==> src/rtl/bcd_time_countdown.sv <==
// hh:mm:ss packed-BCD countdown timer with validated load and a prescaled one-second tick.
// Optional feature macro: BCD_CD_COMPLEMENT_EN (load_comp=1 loads time remaining to end of day).
module bcd_time_countdown #(
  parameter int unsigned TICK_DIV = 100_000_000,
  parameter int unsigned HOUR_MAX = 23
) (
  input  logic       clk_i,
  input  logic       reset_i,
  input  logic       load_valid_i,
  output logic       load_ready_o,
  input  logic       load_comp_i,
  input  logic [7:0] hora_in_i,
  input  logic [7:0] minuto_in_i,
  input  logic [7:0] segundo_in_i,
  input  logic       start_i,
  input  logic       stop_i,
  output logic [7:0] hora_out_o,
  output logic [7:0] minuto_out_o,
  output logic [7:0] segundo_out_o,
  output logic       running_o,
  output logic       done_o,
  output logic       load_err_o
);

  typedef enum logic [1:0] {S_IDLE, S_RUN, S_PAUSED, S_EXPIRED} state_e;

  localparam int PW = 27;
  localparam logic [PW-1:0] PRESC_LAST = PW'(TICK_DIV - 1);

  state_e          state_q, state_d;
  logic [PW-1:0]   presc_q, presc_d;
  logic [23:0]     time_q, time_d;
  logic            done_q, done_d;
  logic            err_q, err_d;

  logic [7:0]      hour_bin;
  logic            load_ok;
  logic [23:0]     load_time;
  logic [23:0]     time_dec;
  logic            tick;

  assign hour_bin = 8'(hora_in_i[7:4]) * 8'd10 + 8'(hora_in_i[3:0]);
  assign load_ok  = (hora_in_i[7:4] <= 4'd9) && (hora_in_i[3:0] <= 4'd9) &&
                    (minuto_in_i[7:4] <= 4'd5) && (minuto_in_i[3:0] <= 4'd9) &&
                    (segundo_in_i[7:4] <= 4'd5) && (segundo_in_i[3:0] <= 4'd9) &&
                    (hour_bin <= 8'(HOUR_MAX));

`ifdef BCD_CD_COMPLEMENT_EN
  logic [7:0] hour_cbin;
  logic [3:0] hc_tens, hc_units;
  assign hour_cbin = 8'(HOUR_MAX) - hour_bin;
  assign hc_tens   = 4'(hour_cbin / 8'd10);
  assign hc_units  = 4'(hour_cbin % 8'd10);
  // Minutes/seconds complement digit-wise since the validated tens digit is <= 5.
  assign load_time = load_comp_i ?
    {hc_tens, hc_units,
     4'd5 - minuto_in_i[7:4], 4'd9 - minuto_in_i[3:0],
     4'd5 - segundo_in_i[7:4], 4'd9 - segundo_in_i[3:0]} :
    {hora_in_i, minuto_in_i, segundo_in_i};
`else
  logic unused_load_comp;
  assign unused_load_comp = load_comp_i;
  assign load_time = {hora_in_i, minuto_in_i, segundo_in_i};
`endif

  function automatic logic [23:0] dec_time(input logic [23:0] t);
    logic [3:0] ht, hu, mt, mu, st, su;
    {ht, hu, mt, mu, st, su} = t;
    if (su != 4'd0) su = su - 4'd1;
    else begin
      su = 4'd9;
      if (st != 4'd0) st = st - 4'd1;
      else begin
        st = 4'd5;
        if (mu != 4'd0) mu = mu - 4'd1;
        else begin
          mu = 4'd9;
          if (mt != 4'd0) mt = mt - 4'd1;
          else begin
            mt = 4'd5;
            if (hu != 4'd0) hu = hu - 4'd1;
            else begin
              hu = 4'd9;
              ht = ht - 4'd1;
            end
          end
        end
      end
    end
    return {ht, hu, mt, mu, st, su};
  endfunction

  assign time_dec = dec_time(time_q);
  assign tick     = (presc_q == PRESC_LAST);

  always_comb begin
    state_d = state_q;
    presc_d = presc_q;
    time_d  = time_q;
    done_d  = 1'b0;
    err_d   = 1'b0;
    if (state_q == S_RUN) begin
      // The prescaler advances on every RUN cycle, including the one that sees stop.
      if (tick) begin
        presc_d = '0;
        time_d  = time_dec;
        if (time_dec == 24'h0) begin
          state_d = S_EXPIRED;
          done_d  = 1'b1;
        end
      end else begin
        presc_d = presc_q + PW'(1);
      end
      if (stop_i && !(tick && time_dec == 24'h0)) state_d = S_PAUSED;
    end else if (load_valid_i) begin
      if (load_ok) begin
        time_d  = load_time;
        state_d = S_IDLE;
      end else begin
        err_d = 1'b1;
      end
    end else if (start_i && !stop_i && state_q != S_EXPIRED && time_q != 24'h0) begin
      if (state_q == S_IDLE) presc_d = '0;
      state_d = S_RUN;
    end
  end

  always_ff @(posedge clk_i) begin
    if (reset_i) begin
      state_q <= S_IDLE;
      presc_q <= '0;
      time_q  <= 24'h0;
      done_q  <= 1'b0;
      err_q   <= 1'b0;
    end else begin
      state_q <= state_d;
      presc_q <= presc_d;
      time_q  <= time_d;
      done_q  <= done_d;
      err_q   <= err_d;
    end
  end

  assign hora_out_o    = time_q[23:16];
  assign minuto_out_o  = time_q[15:8];
  assign segundo_out_o = time_q[7:0];
  assign running_o     = (state_q == S_RUN);
  assign load_ready_o  = (state_q != S_RUN);
  assign done_o        = done_q;
  assign load_err_o    = err_q;

endmodule
==> config.mk <==
export PLATFORM = sky130hd
export DESIGN_NAME = bcd_time_countdown
export DESIGN_NICKNAME = d
export VERILOG_FILES = /design/src/rtl/bcd_time_countdown.sv
export SDC_FILE = /design/constraint.sdc
export NUM_CORES = 1
export LEC_CHECK = 0
export ABC_AREA = 1
export BUFFER_PORTS_ARGS = -buffer_cell sky130_fd_sc_hd__buf_2
export CORE_UTILIZATION = 40
export CTS_CLUSTER_SIZE = 14
export DETAILED_ROUTE_END_ITERATION = 8
export HOLD_SLACK_MARGIN = 0.02
export PLACE_DENSITY = 0.59
export SYNTH_ARGS = -nofsm -noshare
export SYNTH_HDL_FRONTEND = slang
export SYNTH_SLANG_ARGS = --single-unit
==> constraint.sdc <==
create_clock -name clk_i -period 2.7 [get_ports clk_i]
set_input_delay 0.135 -clock clk_i [delete_from_list [all_inputs] [get_ports clk_i]]
set_output_delay 0.135 -clock clk_i [all_outputs]
set_load 0.05 [all_outputs]
==> results.json, run 1 <==
{
  "grt_pass1_wl_mm": 18.4,
  "dpl.hpwl_mm": 8.35,
  "power.leakage_nw": 2.07,
  "syn_area_per_cell_um2": 6.19,
  "synthDistinctLibCells": 38,
  "syn2layout_area_growth_pct": 13.7,
  "critPathArrivalTime_ps": 2680,
  "root_buffer": "clkbuf_8",
  "critPathMostFrequentCell": "nand2_1",
  "route.met2.wl_mm": 4.69,
  "top_layer": "met4",
  "reg2reg_from": "time_q[0]",
  "skew_ps": 8.94,
  "max-vdd-ir-drop_v": 0.000214,
  "drt-wirelength-per-cell_um": 13.5,
  "via_per_inst": 5.29,
  "path_max_fanout": 8,
  "combPwrFrac": 0.213,
  "ctsHoldBuffers": 0,
  "rsz0062_at_grt": "no",
  "place.gp.congestion": 0.916,
  "antenna_found_initial": 0,
  "fill_cells": 1054,
  "end_kind": "flip-flop",
  "start_kind": "flip-flop",
  "final-instance-count-excl-fill": 818,
  "p_sw_uw": 582,
  "drt_pre_antenna_iters": 5,
  "tightest_slew_ps": 782,
  "cts_made_buffers": 5,
  "drt_iter0_markers": 200,
  "fmax_mhz": 415,
  "multi_input_area_mm2": 0.00244,
  "grt.total_usage": 0.227,
  "path_clk_slew_ps": 120,
  "antennaDiodeCount": 0,
  "port_buffers": 56,
  "drt-met1-wl_mm": 5.53,
  "tns_ps": 0,
  "clk_latency_ps": 330,
  "core_area_mm2": 0.00937,
  "hold_viol": 0,
  "p_int_mw": 1.13,
  "seqCellArea_mm2": 0.00110,
  "seq_power_share": 0.485,
  "die_w_um": 101,
  "die_h_um": 101,
  "wl_met3_um": 695,
  "powerDensity_mw_per_mm2": 383,
  "grt_max_degree": 49,
  "critPathMaxStageDelay_ps": 360,
  "overflow": 0,
  "slowest_stage": "dfxtp_1",
  "synthCells": 633,
  "cp-startpoint": "time_q[0]",
  "finalSetupViolCount": 0,
  "cts_htree_levels": 2,
  "hp-class": "in -> reg",
  "syn_area_mm2": 0.00392,
  "worstSetupPathType": "reg -> reg",
  "drc": 0,
  "grt_pass1_vias": 3858,
  "clock-sinks": 55,
  "synth_seq_cells": 55,
  "row_count": 35,
  "min_from": "segundo_in_i[4]",
  "period_needed_ps": 2410,
  "syn_nets": 677,
  "dp_cells": 809,
  "cts_max_path_buffers": 2,
  "postRouteAntennaNets": 0,
  "die_area_mm2": 0.0102,
  "slew_violations": 0,
  "fin_crit_sh": 0.893,
  "nNetsFinal": 732,
  "p_sw_frac": 0.340,
  "outcome": "completed",
  "required_ps": 2970,
  "wl_mm": 11.0,
  "num_vias": 4326,
  "maxCapViolCount": 0,
  "cts_tree": "yes",
  "yosys_warnings": 0,
  "io_pins": 58,
  "clkPwrFrac": 0.302,
  "start_util": 0.418,
  "seq_area_frac_synth": 0.281,
  "crit_chain": "inv_1, ha_2, nand2_2, nor2_4, buf_4, nand3b_1, nand2_1, nand2_1, nor2_1, nand3_1, nor2_1, nand3_1, nand2_1, nand2_1, nand2_1, nand2_1, nor2_1",
  "maxSlewHeadroom": 0.478,
  "drive_above_1_share": 0.136
}
-- metal layers --
metal  global-route usage  vias to the layer above
li1                     -                     2204
met2                0.345                      128
met1                0.327                     1986
met3               0.0430                        8
met5                    0                        -
met4               0.0602                        0
-- cell usage in the layout (no fill, tap or decap), types with 3 or more instances in the layout --
cell type,n
nand3b_1,5
clkbuf_8,5
nor4_1,4
nor2_2,4
nand3_1,44
nand2_1,166
xor2_1,7
nor3_1,19
ha_1,11
a31oi_1,21
inv_1,73
nand2_2,3
buf_4,10
a21oi_1,31
nor2_1,76
o21ai_1,10
buf_2,56
o21ai_0,38
dfxtp_1,55
nand4_1,22
-- through the flow --
step                      power, mW  setup slack (ps)  instance area [um2]  utilization  hold slack (ps)
final                          1.71               290                 4460        0.476             64.0
after global routing           1.79              4.82                 4460        0.476             74.0
after CTS                      1.72               201                 4450        0.474             60.2
after detailed placement       1.21              52.9                 4350        0.464              413
after global placement         1.20               137                 4350        0.464              410
after floorplan                1.10               341                 3920            -              295
-- synth_stat cells, drive strengths merged --
| cell type | number | share of area |
|---|---|---|
| ha | 12 | 0.038 |
| a32o | 1 | 0.0026 |
| a311oi | 2 | 0.0045 |
| nor4 | 4 | 0.0064 |
| nand2 | 170 | 0.17 |
| or2 | 1 | 0.0016 |
| clkbuf | 10 | 0.0096 |
| dfxtp | 55 | 0.28 |
| nand3b | 5 | 0.0096 |
| o21ai | 49 | 0.064 |
| and3 | 2 | 0.0032 |
| nand3 | 46 | 0.063 |
| nor2 | 83 | 0.089 |
| nand4 | 22 | 0.035 |
| o31ai | 1 | 0.0019 |
| nor3 | 19 | 0.024 |
| inv | 75 | 0.072 |
| clkinv | 1 | 0.00096 |
| fa | 2 | 0.010 |
| a21oi | 32 | 0.044 |
| a31oi | 21 | 0.034 |
| buf | 9 | 0.015 |
| xnor2 | 2 | 0.0045 |
| a211oi | 2 | 0.0038 |
| xor2 | 7 | 0.016 |
-- power by group through the flow --
stage / registers [mW] / clock network, mW / logic, mW
final: 0.829 / 0.516 / 0.363
after global routing: 0.831 / 0.557 / 0.406
after CTS: 0.829 / 0.527 / 0.363
after detailed placement: 0.847 / 0 / 0.361
after global placement: 0.847 / 0 / 0.355
after floorplan: 0.854 / 0 / 0.243
-- worst max-delay path, delay by kind of cell (launching register included) --
| kind | cells | cell delay [ps] |
|---|---|---|
| simple gates | 14 | 1430 |
| flops | 1 | 360 |
| buf+inv | 2 | 320 |
| fa+ha+maj | 1 | 240 |
-- cell type report --
type,count,share of cell area
clock buffer,5,0.0154
clock inverter,3,0.00561
inverter,76,0.0640
multi-input combinational,483,0.548
sequential,55,0.247
tap,129,0.0362
timing repair buffer,67,0.0842
-- what timing repair did --
item,4_1_cts,5_1_grt
endpoints found under the setup margin,0,3
resized for setup,0,2
setup buffers,0,1
-- sequential cells by signal (all words and copies together) (netlist names) --
name	count
done_o	1
presc_q	27
time_q	24
state_q	2
load_err_o	1
-- cell families after synthesis --
family          after synthesis  synth area share
fa+ha+maj                    14            0.0485
buf+inv                      95            0.0977
xor+xnor                      9            0.0201
simple gates                352             0.399
compound gates              108             0.154
flops                        55             0.281
-- path summary, 6_finish.rpt --
check        slack, ps  depth (start not counted)           to
max                290                         17   state_q[0]
min reg2reg        460                          2  presc_q[23]
min                 60                          3    time_q[4]
max reg2reg        290                         17   state_q[0]
Power figures use the tool's default switching activity.
==> inputs of run 2 (changes only) <==
- CORE_UTILIZATION: 40 -> 23
- PLACE_DENSITY: 0.59 -> 0.39
==> run 2 against run 1 <==
Effect of this change:
- global-route usage shrank 7.7 points
- sequential cell count did not move
- core utilization down 19 points
- sequential power about the same
- non-clock buffer count up 2
- largest power group unchanged
- highest routed layer unchanged
==> results.json, run 2 (synthesis results as in run 1) <==
{
  "outcome": "completed",
  "end_kind": "flip-flop",
  "drt_pre_antenna_iters": 4,
  "die_area_mm2": 0.0176,
  "power.leakage_nw": 2.11,
  "dpl.hpwl_mm": 9.69,
  "nNetsFinal": 734,
  "cts_max_path_buffers": 2,
  "path_max_fanout": 12,
  "die_h_um": 133,
  "final_util": 0.282,
  "wl_mm": 12.6,
  "overflow": 0,
  "place.gp.congestion": 0.866,
  "hp-class": "in -> reg",
  "powerDensity_mw_per_mm2": 425,
  "largest_register": "presc_q",
  "io_pins": 58,
  "drt_iter0_markers": 294,
  "combPwrFrac": 0.188,
  "grt_max_degree": 49,
  "fmax_mhz": 413,
  "antenna_found_initial": 0,
  "p_int_mw": 1.38,
  "hold_slack_ps": 86.5,
  "slowest_stage": "a21oi_4",
  "worst-path-buf-inv": 2,
  "ctsHoldBuffers": 0,
  "required_ps": 2930,
  "cpLargestDelayFamily": "compound AO/OA/AOI/OAI gates",
  "critPathMaxStageDelay_ps": 380,
  "rsz0062_at_grt": "yes",
  "period_needed_ps": 2420,
  "start_kind": "flip-flop",
  "root_buffer": "clkbuf_16",
  "worstSetupPathType": "reg -> reg",
  "path_clk_slew_ps": 80,
  "cts_htree_levels": 2,
  "num_vias": 4295,
  "critPathArrivalTime_ps": 2660,
  "core_area_mm2": 0.0166,
  "critPathMostFrequentCell": "nand2_2",
  "grt.total_usage": 0.150,
  "grt_pass1_vias": 4157,
  "tightest_slew_ps": 839,
  "via_per_inst": 4.71,
  "reg2reg_from": "time_q[0]",
  "start_util": 0.236,
  "clock-sinks": 55,
  "die_w_um": 133,
  "port_buffers": 56,
  "fill_cells": 1914,
  "p_sw_frac": 0.305,
  "fin_crit_sh": 0.897,
  "p_sw_uw": 607,
  "min_from": "segundo_in_i[0]",
  "cp-startpoint": "time_q[0]",
  "largest_reg_flops": 27,
  "postRouteAntennaNets": 0,
  "mostFrequentLayoutCell": "nand2_1",
  "grt_pass1_wl_mm": 21.1,
  "drc": 0,
  "slew_violations": 0,
  "hold_viol": 0,
  "reg_top3": "presc_q: 27 flops, time_q: 24 flops, state_q: 2 flops",
  "drive_above_1_share": 0.142,
  "maxSlewHeadroom": 0.440,
  "clkPwrFrac": 0.396,
  "cts_made_buffers": 5,
  "clk_latency_ps": 310,
  "syn2layout_area_growth_pct": 19.3,
  "skew_ps": 6.01,
  "antennaDiodeCount": 0,
  "drt-wirelength-per-cell_um": 13.8,
  "finalSetupViolCount": 0,
  "crit_chain": "inv_1, ha_2, nand2_2, nor2_4, nand3_4, o21ai_2, inv_2, nand3_2, nand2_2, a21oi_4, o21ai_0, a31oi_1",
  "final_cell_mix": "166 x nand2_1, 75 x nor2_1, 73 x inv_1, 56 x buf_2, 55 x dfxtp_1",
  "row_count": 47,
  "max-vdd-ir-drop_v": 0.000245,
  "cts_tree": "yes",
  "seq_power_share": 0.416,
  "maxCapViolCount": 0
}
run 2: path summary, 6_finish.rpt:
path	cells after the start	slack (ps)	to
max	12	280	presc_q[16]
min	3	90	time_q[0]
min reg2reg	2	460	presc_q[23]
max reg2reg	12	280	presc_q[16]
run 2: cell type report:
| class | instances | area, um2 | area share |
|---|---|---|---|
| clock inverter | 3 | 46.3 | 0.00990 |
| inverter | 76 | 285 | 0.0610 |
| clock buffer | 5 | 125 | 0.0268 |
| sequential | 55 | 1100 | 0.235 |
| multi-input combinational | 483 | 2450 | 0.524 |
| tap | 220 | 275 | 0.0589 |
| timing repair buffer | 69 | 394 | 0.0843 |
run 2: worst register-to-register path, stage by stage (launching register included):
cell     delay, ps
dfxtp_1        350
inv_1          130
ha_2           240
nand2_2        100
nor2_4         210
nand3_4        120
o21ai_2        170
inv_2           50
nand3_2         60
nand2_2        100
a21oi_4        380
o21ai_0        250
a31oi_1        190
run 2: through the flow:
stage               setup WS (ps)  area (um2)  power (mW)  instances  setup TNS [ps]
floorplan                     341        3920        1.10        633               0
global placement             62.2        4490        1.22        903               0
detailed placement           45.2        4490        1.22        903               0
CTS                           237        4660        2.03        911               0
global route                -16.6        4680        2.11        911           -16.7
finish                        279        4680        1.99        911               0
run 2: layer usage:
layer,vias to the layer above,routed length [um],share of wire,GRT usage
met2,95,5260,0.42,0.232
met3,11,543,0.043,0.0284
met4,0,170,0.013,0.0421
li1,2211,-,-,-
met1,1978,6620,0.53,0.210
met5,-,0,0,0
run 2: timing repair:
item / in CTS / in global routing
setup buffers: 0 / 0
endpoints found under the hold margin: 0 / 0
setup endpoints to repair: 0 / 9
gates resized for setup: 0 / 5
run 2: power groups by stage:
stage	Combinational [mW]	Clock, mW	Sequential, mW
floorplan	0.243	0	0.854
global placement	0.375	0	0.846
detailed placement	0.376	0	0.846
CTS	0.377	0.828	0.827
global route	0.427	0.851	0.828
finish	0.374	0.787	0.826
